<file path="src/rtl/dma_requester.sv">
// dma_requester: processor-side initiator for the shared-memory DMA engine.
// Optional WAIT abort counter is enabled by defining DMA_REQ_TIMEOUT_EN.
module dma_requester #(
    parameter int SIZE      = 4,
    parameter int PAGE_SIZE = 2,
    parameter int PROCSIZE  = 4,
    parameter int WORD_SIZE = 16,
    parameter int TIMEOUT   = 255
) (
    input  logic                      clock,
    input  logic                      reset,
    input  logic                      req_valid,
    output logic                      req_ready,
    input  logic                      req_action,
    input  logic [SIZE-1:0]           req_ptr,
    input  logic [PROCSIZE-1:0]       req_start,
    input  logic [PROCSIZE-1:0]       req_length,
    output logic                      done,
    output logic [SIZE-PAGE_SIZE-1:0] done_ptr,
    output logic                      err,
    output logic                      busy,
    output logic                      trigger,
    input  logic                      ack,
    output logic                      action,
    output logic [SIZE-1:0]           ptr,
    output logic [PROCSIZE-1:0]       copy_start,
    output logic [PROCSIZE-1:0]       copy_length,
    input  logic [SIZE-PAGE_SIZE-1:0] ptr_in,
    input  logic                      core_mem_en,
    input  logic                      core_mem_rw,
    input  logic [PROCSIZE-1:0]       core_mem_addr,
    input  logic [WORD_SIZE-1:0]      core_mem_wdata,
    output logic                      core_stall,
    input  logic                      dma_mem_rw,
    input  logic [PROCSIZE-1:0]       dma_mem_addr,
    input  logic [WORD_SIZE-1:0]      dma_mem_wdata,
    output logic                      mem_rw,
    output logic [PROCSIZE-1:0]       mem_addr,
    output logic [WORD_SIZE-1:0]      mem_wdata
);

    localparam logic [PROCSIZE:0] DEPTH = {1'b1, {PROCSIZE{1'b0}}};

    typedef enum logic [1:0] {IDLE, ISSUE, WAIT} state_t;

    state_t            state;
    state_t            state_n;
    logic              ack_last;
    logic              zero_len;
    logic              range_bad;
    logic              launch;
    logic              ack_seen;
    logic              abort;
    logic              expired;
    logic [PROCSIZE:0] end_addr;

    assign end_addr  = {1'b0, req_start} + {1'b0, req_length};
    assign busy      = (state != IDLE);
    assign req_ready = (state == IDLE);

`ifdef DMA_REQ_TIMEOUT_EN
    localparam int CW = $clog2(TIMEOUT + 1);

    logic [CW-1:0] wait_cnt;

    always_ff @(posedge clock or posedge reset) begin
        if (reset) begin
            wait_cnt <= '0;
        end else if (state == ISSUE) begin
            wait_cnt <= '0;
        end else if (state == WAIT) begin
            wait_cnt <= wait_cnt + 1'b1;
        end
    end

    // expires on the last of TIMEOUT WAIT cycles
    assign expired = (wait_cnt == CW'(TIMEOUT - 1));
`else
    assign expired = 1'b0;
`endif

    always_ff @(posedge clock or posedge reset) begin
        if (reset) begin
            state <= IDLE;
        end else begin
            state <= state_n;
        end
    end

    always_comb begin
        state_n   = state;
        zero_len  = 1'b0;
        range_bad = 1'b0;
        launch    = 1'b0;
        ack_seen  = 1'b0;
        abort     = 1'b0;
        unique case (state)
            IDLE: begin
                if (req_valid) begin
                    unique case (1'b1)
                        (req_length == '0): zero_len  = 1'b1;
                        (end_addr > DEPTH): range_bad = 1'b1;
                        default: begin
                            launch  = 1'b1;
                            state_n = ISSUE;
                        end
                    endcase
                end
            end
            ISSUE: state_n = WAIT;
            WAIT: begin
                if (ack != ack_last) begin
                    ack_seen = 1'b1;
                    state_n  = IDLE;
                end else if (expired) begin
                    abort   = 1'b1;
                    state_n = IDLE;
                end
            end
            default: state_n = IDLE;
        endcase
    end

    always_ff @(posedge clock or posedge reset) begin
        if (reset) begin
            trigger     <= 1'b0;
            action      <= 1'b0;
            ptr         <= '0;
            copy_start  <= '0;
            copy_length <= '0;
            done        <= 1'b0;
            err         <= 1'b0;
            done_ptr    <= '0;
            ack_last    <= 1'b0;
        end else begin
            done <= ack_seen | zero_len;
            err  <= range_bad | abort;
            // stale toggles seen while idle are absorbed here
            if (state == IDLE || ack_seen || abort) begin
                ack_last <= ack;
            end
            if (launch) begin
                action      <= req_action;
                ptr         <= req_ptr;
                copy_start  <= req_start;
                copy_length <= req_length;
            end
            if (state == ISSUE) begin
                trigger <= ~trigger;
            end
            if (ack_seen) begin
                done_ptr <= ptr_in;
            end
        end
    end

    assign core_stall = busy & core_mem_en;
    assign mem_rw     = busy ? dma_mem_rw    : core_mem_rw;
    assign mem_addr   = busy ? dma_mem_addr  : core_mem_addr;
    assign mem_wdata  = busy ? dma_mem_wdata : core_mem_wdata;

endmodule

</file>
<file path="config.mk">
export PLATFORM = sky130hd
export DESIGN_NAME = dma_requester
export DESIGN_NICKNAME = d
export VERILOG_FILES = /design/src/rtl/dma_requester.sv
export SDC_FILE = /design/constraint.sdc
export NUM_CORES = 1
export LEC_CHECK = 0
export CORE_MARGIN = 2
export CORE_UTILIZATION = 34
export CTS_BUF_LIST = sky130_fd_sc_hd__clkbuf_4 sky130_fd_sc_hd__clkbuf_8
export DETAILED_ROUTE_END_ITERATION = 7
export HOLD_SLACK_MARGIN = 0.06
export PLACE_DENSITY = 0.81
export SLEW_MARGIN = 20
export SYNTH_ARGS = -nofsm -noshare
export SYNTH_HDL_FRONTEND = slang
export SYNTH_SLANG_ARGS = --single-unit
export TNS_END_PERCENT = 20
</file>
<file path="constraint.sdc">
create_clock -name clock -period 2.1 [get_ports clock]
set_input_delay 0.42 -clock clock [delete_from_list [all_inputs] [get_ports clock]]
set_output_delay 0.42 -clock clock [all_outputs]
set_load 0.05 [all_outputs]
</file>
==> results of run 1 <==
## state kept, by name, summed over array words and instances, names as in the netlist
signal and cells:
ack_last 1, action 1, copy_length 4, copy_start 4, done 1, done_ptr 2
err 1, ptr 4, state 2, trigger 1
## what timing repair did
action	in CTS	in global routing
gates cloned	1	0
pin swaps	8	3
resized for setup	25	5
buffers inserted	1	0
setup endpoints to repair	14	33
hold buffers	0	0
## layout make-up
| cell class | instances | area, sq um | share of cell area [%] |
|---|---|---|---|
| Clock inverter | 1 | 5.005 | 0.1960 |
| Timing Repair Buffer | 116 | 1112 | 43.56 |
| Multi-Input combinational cell | 67 | 790.8 | 30.97 |
| Inverter | 5 | 18.77 | 0.7349 |
| Tap cell | 48 | 60.06 | 2.352 |
| Clock buffer | 3 | 41.29 | 1.617 |
| Sequential cell | 21 | 525.5 | 20.58 |
## cell families (layout without fill, tap and decap cells)
| group | count (synthesis) | in the layout |
|---|---|---|
| and+or+nand+nor | 15 | 15 |
| AOI/OAI and AO/OA | 7 | 7 |
| buffers and inverters | 8 | 125 |
| DFF | 21 | 21 |
| muxes | 37 | 37 |
| xor gates and xnor gates | 3 | 3 |
| adders and majority gates | 5 | 5 |
## final timing paths
check                         startpoint  depth (start not counted)  slack [ns]        endpoint
setup / recovery           req_length[3]                          7        0.04  copy_length[3]
hold / removal                     reset                          2        0.41             err
setup reg to reg                state[1]                          6        0.44  copy_length[3]
hold reg to reg                  trigger                          1        0.47         trigger
max in group asynchronous          reset                          3        1.20  copy_length[0]
min in group clock          req_start[0]                          2        0.42   copy_start[0]
## where the power goes
part           switching [W]  internal [W]
clock               0.000138      0.000132
sequential          0.000122      0.000585
combinational        0.00153       0.00107
## worst register-to-register path, cell delays in order (launching register included)
cell and delay, ns:
sky130_fd_sc_hd__dfrtp_1 0.45, sky130_fd_sc_hd__nor2_4 0.16, sky130_fd_sc_hd__buf_4 0.16, sky130_fd_sc_hd__nand3_2 0.09
sky130_fd_sc_hd__a21oi_4 0.21, sky130_fd_sc_hd__buf_12 0.17, sky130_fd_sc_hd__mux2_2 0.32
## stage by stage
stage          hold WS [ns]  worst slack, ns
4_1_cts              0.4117        -0.006036
2_1_floorplan        0.3965         -0.05366
5_1_grt              0.4167        -0.009353
3_5_place_dp         0.4688          -0.7199
6_report             0.4083          0.04152
3_3_place_gp         0.4603          -0.6106
## layer usage
layer	part of all wire, %	GRT usage [%]
met1	40	22.60
met4	0.82	5.208
met5	0	0
met2	54	31.12
met3	5.5	5.137
## cell usage in the layout (no fill, tap or decap), types with 2 or more instances in the layout
master                            netlist  final
sky130_fd_sc_hd__mux2_4                 9     12
sky130_fd_sc_hd__ha_4                   0      3
sky130_fd_sc_hd__inv_2                  0      2
sky130_fd_sc_hd__nand2b_1               3      3
sky130_fd_sc_hd__mux2_2                28     25
sky130_fd_sc_hd__dfrtp_1               21     21
sky130_fd_sc_hd__buf_4                  0     34
sky130_fd_sc_hd__clkbuf_8               0      3
sky130_fd_sc_hd__nor3b_2                0      2
sky130_fd_sc_hd__o21ai_0                2      2
sky130_fd_sc_hd__clkdlybuf4s50_1        0     73
sky130_fd_sc_hd__inv_1                  5      3
sky130_fd_sc_hd__dlygate4sd2_1          0      2
sky130_fd_sc_hd__buf_12                 1      3
sky130_fd_sc_hd__nor2b_1                3      3
## cells in the mapped netlist (all sizes together)
| master | number | area (sq um) |
|---|---|---|
| nor3b | 2 | 15.01 |
| fa | 1 | 20.02 |
| nor2b | 3 | 18.77 |
| and4 | 1 | 8.760 |
| dfrtp | 21 | 525.5 |
| o21ai | 3 | 18.77 |
| a211oi | 1 | 12.51 |
| buf | 3 | 30.03 |
| nand3 | 1 | 10.01 |
| xnor2 | 2 | 17.52 |
| or4 | 1 | 7.510 |
| nand2b | 3 | 18.77 |
| ha | 4 | 50.05 |
| inv | 5 | 18.77 |
| nand2 | 1 | 3.750 |
| or3b | 1 | 8.760 |
| nor2 | 2 | 10.01 |
| o21ba | 1 | 10.01 |
| a21oi | 2 | 21.27 |
| mux2 | 37 | 450.4 |
| xor2 | 1 | 8.760 |
==> results.md, run 1 <==
- The flow ran to the end, and the final reports show no timing, DRC or antenna violations.
- The synthesized-area fraction occupied by ao, oa, aoi and oai cells is roughly 4.9%.
- Counting flops and latches in the post-synthesis netlist gives 21.
- Pin placement for this block handled between 100 and 150 I/O pins.
- The summed instance area of the synthesized netlist is between 1000 and 1500 sq um.
- The synthesized netlist devotes under 10% of its cell area to adder and majority cells.
- The detail-routed net length per standard cell is ~15 um.
- In this run the vertical extent of the chip is roughly 65 um.
- The post-synthesis net count is 163.
- After detailed routing, the total wire length is between 3000 and 4000 um.
- The total of warnings raised by yosys is 0.
- The time the final worst path needs with I/O delays and setup is ~2.1 ns.
- The mean instance size in the synthesized netlist is 13.39 sq um.
- The worst-skew pair later-pin latency is ~0.26 ns.
- The all-layer global routing usage is a little under a fifth.
- In this run, CTS created clock tree buffers numbering 3.
- The mux share of post-synthesis cell area is between 30% and 40%.
- Yosys mapped the design onto 26 distinct sky130hd cell types.
- The finished cells cover 2554 sq um.
- After the first detailed-routing iteration, the DRC count stood at 52.
- The DRC violations left is 0.
- The site row count is 22.
- The wire length of the first global-routing pass is a little over 6000 um.
- The total of buffers placed on input and output ports is 103.
- The number of global-route vias before repair is between 1000 and 1500.
- The first-pass iteration count of the detailed router is 4.
- The tightest min-delay check is of the input port to async pin type.
- TritonCTS built the clock tree.
- The type of destination of the critical path is a register.
- The dominant delay contributor by cell family on the critical path is buffers and inverters.
- The library cell used as clock root buffer is sky130_fd_sc_hd__clkbuf_8.
- The area added between synthesis and finish is 98.73%.
- The die covers roughly 4300 sq um.
- CTS built an H-tree with a depth of 1.
- The count of final hold-check violations is 0.
- The critical path in this run is classified as input port to register.
- No sink is reached through more buffers than the 2 on the longest clock path.
- The data required time at the worst endpoint is 2.26 ns.
- At the pin with the least slew margin, the transition time is between 0.5 and 0.6 ns.
- The synthesized netlist devotes 7.887% of its cell area to simple gates.
- The max-slew headroom at the worst pin is between 60% and 70%.
- The initial utilization of the core area, before any placement, comes to between 30% and 40%.
- After detailed placement, the total cell area comes to 2434 sq um.
- Across the VDD grid, the largest voltage drop is just under 0.9 mV.
- Based on the critical path, the design can be clocked at up to ~490 MHz.
- The remaining number of nets flagged by the antenna check after routing is 0.
- Of the total synthesized cell area, the portion taken by XOR and XNOR cells is 2.045%.
- The average vias per placed instance is approximately 4.6.
- The layout net count is roughly 280.
- The number of antenna violations at the first check in global routing is 0.
- Across the run, the number of max-cap violations was 0.
- Setup violations remaining at the end of the flow were counted as 0.
- For this run, the slowest stage of the critical path takes about 0.43 ns.
- Across all layers, the routed design uses around 1200 vias.
- The clock transition at the registers of the reported paths is roughly 0.08 ns.
- Fill cells in the final layout number roughly 280.
- The endpoint arrival time on the critical path is ~2.2 ns.
- For this design the ratio of total power to cell area is roughly 1400 nW/um^2.
- In the final timing run, aggregate negative setup slack is 0 ns.
- Once layout is complete, the cells apart from fillers number 261.
- The count of mapped cells out of synthesis is 96.
- The total leakage power is 1.108 nW.
- The part of the cycle the worst path needs is between 90 and 100%.
- The antenna diode count is 0.
- The worst clock skew is 0.004801 ns.
- CTS saw 21 sinks.
- The signal on the critical path passes through clkdlybuf4s50_1 -> ha_1 -> nor3b_2 -> o21ai_2 -> a21oi_4 -> buf_12 -> mux2_2.
- The number of buffers and inverters on the critical path is 2.
- Sequential cells were found to cover about two fifths of the synthesized design area.
- The design draws 0.003575 W.
- The total grt overflow is 0.
- The maximum fanout along the worst path is 7.
- The number of pins with negative max-slew slack in the final report came to 0.
- Cells with a size suffix above 1 make up approximately 46% of the layout.
- The floorplan step set the die width to around 65 um.
- After synthesis, the largest family of logic cells by area is multiplexers.
- The startpoint type of the worst setup path is an input port.
- After detailed placement, the design holds a cell count of 255.
- The area of the core is 3633 sq um.
- The largest individual stage delay along the critical path comes from the cell sky130_fd_sc_hd__clkdlybuf4s50_1.
- The final weighted congestion in routability-driven placement is around 0.7.
- Entering global routing, the biggest net connects 24 pins.
- Once layout is complete, the utilization of the core stands at a little over two thirds.
- Detailed placement finished with a half-perimeter wire length of about 3100 um.
(Power assumes the default switching activity.)
==> run 2, diff against run 1 <==
--- a/config.mk
+++ b/config.mk
@@ -11,6 +11,7 @@
 export DETAILED_ROUTE_END_ITERATION = 7
 export HOLD_SLACK_MARGIN = 0.06
 export PLACE_DENSITY = 0.81
+export SETUP_SLACK_MARGIN = 0.4
 export SLEW_MARGIN = 20
 export SYNTH_ARGS = -nofsm -noshare
 export SYNTH_HDL_FRONTEND = slang
==> run 2 against run 1 <==
Non-clock buffer count up 4. Clock-buffer cell count stayed put. Register-to-register slack better by 0.03 ns. Hold slack worse by 0.019 ns. Critical path depth up 1. Total power up 0.57%. Flip-flop and latch count unchanged. Clock skew down 0.0010 ns. Sequential power is 0.6% higher. Sequential share of layout area down 0.30 points. Combinational power barely moved. Fmax decreased by 1.6%. Largest power group unchanged.
==> results.md, run 2 (synthesized netlist as in run 1, its figures left out) <==
- The run finished with clean final reports.
- The number of buffers inserted by hold repair at cts is 0 (unchanged).
- The HPWL reported at the end of detailed placement is 3136 um (unchanged).
- The maximum number of pins on one net before global-route repair came to 24 (unchanged).
- The horizontal extent of the die came to 65.48 um (unchanged).
- The worst clock skew is 0.003795 ns (-0.001006 ns).
- The library cell used as clock root buffer is sky130_fd_sc_hd__clkbuf_8.
- The number of I/O pins is 104 (unchanged).
- The total power per unit cell area is 1381 nW/um^2 (-1.4%).
- The most common library cell in the layout ignoring fill and taps is sky130_fd_sc_hd__clkdlybuf4s50_1.
- The worst register-to-register path ends at ptr[1].
- Setup repair after global routing could not meet its margin everywhere.
- The site row count is 22 (unchanged).
- The total design power is 0.003595 W (+0.57%).
- The endpoint arrival time on the critical path is 2.25 ns (+0.03 ns).
- The largest registers in the layout are copy_length x4, copy_start x4, ptr x4.
- The overall via count from detail_route is 1232 (+2.1%).
- The standard cell area after detailed placement is 2434 sq um (unchanged).
- The classification of the worst setup path is input port to register.
- The count of final hold-check violations is 0 (unchanged).
- The count of cells along the worst hold path is 2.
- The total setup violations reported at the end of the flow is 0 (unchanged).
- The number of sinks on the clock net came to 21 (unchanged).
- The path class of the lowest-slack min-delay path is input port to register.
- The average vias per placed instance is 4.649 (+0.53%).
- The worst setup path is launched from an input port.
- The number of antenna violations at the first check in global routing is 0 (unchanged).
- The antenna diode count is 0 (unchanged).
- The layout net count is 285 (+1.4%).
- The part of the cycle the worst path needs is 99.64% (+1.6 points).
- The height of the chip was 65.48 um (unchanged).
- The number of buffers inserted during clock tree synthesis came to 3 (unchanged).
- The final weighted congestion in routability-driven placement is 0.7052 (unchanged).
- The flop-to-flop setup slack came to 0.47 ns (+0.03 ns).
- The hold-critical path endpoint is copy_start[0].
- The DRC violations left is 0 (unchanged).
- The first-pass iteration count of the detailed router is 4 (unchanged).
- The maximum fanout along the worst path is 7 (unchanged).
- The final cell utilization of the core was 71.66% (+1.4 points).
- The max-capacitance violation count is 0 (unchanged).
- The count of non-filler cells in the finished layout is 265 (+1.5%).
- The number of global-route vias before repair is 1269 (+1.4%).
- The worst-skew pair later-pin latency is 0.26 ns (about the same).
- The time the final worst path needs with I/O delays and setup is 2.093 ns (+0.03403 ns).
- The remaining number of nets flagged by the antenna check after routing was 0 (unchanged).
- The number of placed instances with taps included is 255 (unchanged).
- The initial core utilization came to 35.37% (unchanged).
- The total leakage power came to 1.129 nW (+1.9%).
- The peak supply drop is 0.8203 mV (-5.1%).
- The wire length of the first global-routing pass is 6016 um (-0.35%).
- The startpoint of the most critical register-to-register path is state[1].
- The max-slew headroom at the worst pin was 65.90% (about the same).
- The startpoint of the tightest hold check path is req_start[0].
- The maximum operating frequency was 477.9 MHz (-1.6%).
- The final routed wirelength across all metal layers is 4074 um (+4.0%).
- The maximum count of clock buffers along a single path came to 2 (unchanged).
- The level count of the clock H-tree is 1 (unchanged).
- The actual transition at the worst max-transition pin came to 0.5099 ns (+0.0001003 ns).
- The number of pins with negative max-slew slack in the final report came to 0 (unchanged).
- The post-route standard cell area excluding fillers is 2604 sq um (+2.0%).
- The area growth from synthesis to layout is 102.6%.
- The fraction of layout instances using a drive strength above 1 is 48.39% (+2.8 points).
- The TritonCTS clock tree is done.
- The clock transition at the registers of the reported paths was 0.08 ns (about the same).
- The type of destination of the critical path is a register.
- The all-layer global routing usage is 18.27% (-0.036 points).
- The depth of the most critical reg-to-reg path is 6 (unchanged).
- The library cells used most frequently in the layout, excluding fill and tap cells, are 72 x sky130_fd_sc_hd__clkdlybuf4s50_1, 36 x sky130_fd_sc_hd__buf_4, 24 x sky130_fd_sc_hd__mux2_2, 19 x sky130_fd_sc_hd__dfrtp_1, 13 x sky130_fd_sc_hd__mux2_4.
- The area of the die is 4287 sq um (unchanged).
- The area of the core was 3633 sq um (unchanged).
- The violation count after the first detailed-routing iteration is 48 (-7.7%).
- The total grt overflow is 0 (unchanged).
- The detail-routed net length per standard cell is 15.37 um (+2.5%).
- The final-layout fill cell count is 268 (-3.9%).
- The data required time at the worst endpoint is 2.25 ns (about the same).
- The total of buffers placed on input and output ports came to 103 (unchanged).
[run 2: changes by cell type in the layout (fill, tap and decap cells not counted), sizes merged]
cell	before	now
buf	40	44
dlygate4sd2	2	3
clkdlybuf4s50	73	72
[run 2: worst max-delay path, stage by stage]
cell,delay [ns]
sky130_fd_sc_hd__dlygate4sd2_1,0.28
sky130_fd_sc_hd__ha_4,0.27
sky130_fd_sc_hd__nor2b_1,0.14
sky130_fd_sc_hd__o21ai_0,0.25
sky130_fd_sc_hd__nand2b_1,0.16
sky130_fd_sc_hd__a21oi_4,0.23
sky130_fd_sc_hd__clkbuf_16,0.19
sky130_fd_sc_hd__mux2_4,0.29
[run 2: repair_timing]
action | 4_1_cts | 5_1_grt
setup buffers | 4 | 1
hold endpoints to repair | 0 | 0
pin swaps | 10 | 3
endpoints found under the setup margin | 57 | 56
gates cloned | 1 | 0
gates resized for setup | 34 | 6
[run 2: worst max-delay path by stage]
stage,from,end,slack (ns),cells after the start
after floorplan,req_start[0],copy_length[0],-0.05,9
after global placement,req_start[0],ptr[3],-0.61,10
after detailed placement,req_length[0],copy_start[3],-0.72,10
after CTS,req_length[0],copy_start[3],0.05,10
after global routing,req_start[2],ptr[1],-0.02,8
final,req_start[2],ptr[1],0.007,8
[run 2: area by class of cell]
class | instances | area [sq um] | area share [%]
well taps | 48 | 60.06 | 2.307
multi-input cells | 67 | 800.8 | 30.75
clock inverters | 1 | 5.005 | 0.1922
clock buffers | 3 | 41.29 | 1.586
inverters | 5 | 18.77 | 0.7208
flip-flops and latches | 21 | 528.0 | 20.28
repair buffers | 120 | 1150 | 44.16
[run 2: stage by stage]
| stage | worst slack (ns) | hold slack, ns | setup TNS, ns |
|---|---|---|---|
| 2_1_floorplan | -0.05366 | 0.3965 | -0.4829 |
| 3_3_place_gp | -0.6106 | 0.4603 | -8.159 |
| 3_5_place_dp | -0.7199 | 0.4688 | -9.591 |
| 4_1_cts | 0.04513 | 0.3853 | 0 |
| 5_1_grt | -0.02097 | 0.3841 | -0.09373 |
| 6_report | 0.007496 | 0.3895 | 0 |
[run 2: routing by layer]
layer  global-route usage (%)  wire (um)  up-vias
met3                    5.137        234        7
li1                         -          -      583
met2                    31.38       2214       44
met1                    22.28       1578      598
met5                        0          0        -
met4                    5.208         46        0
[run 2: power by group]
part	internal [W]	switching [W]	total, W
combinational	0.00108	0.00153	0.00261
clock	0.000132	0.000139	0.000271
sequential	0.000587	0.000124	0.000711
total	0.00180	0.00179	0.00360
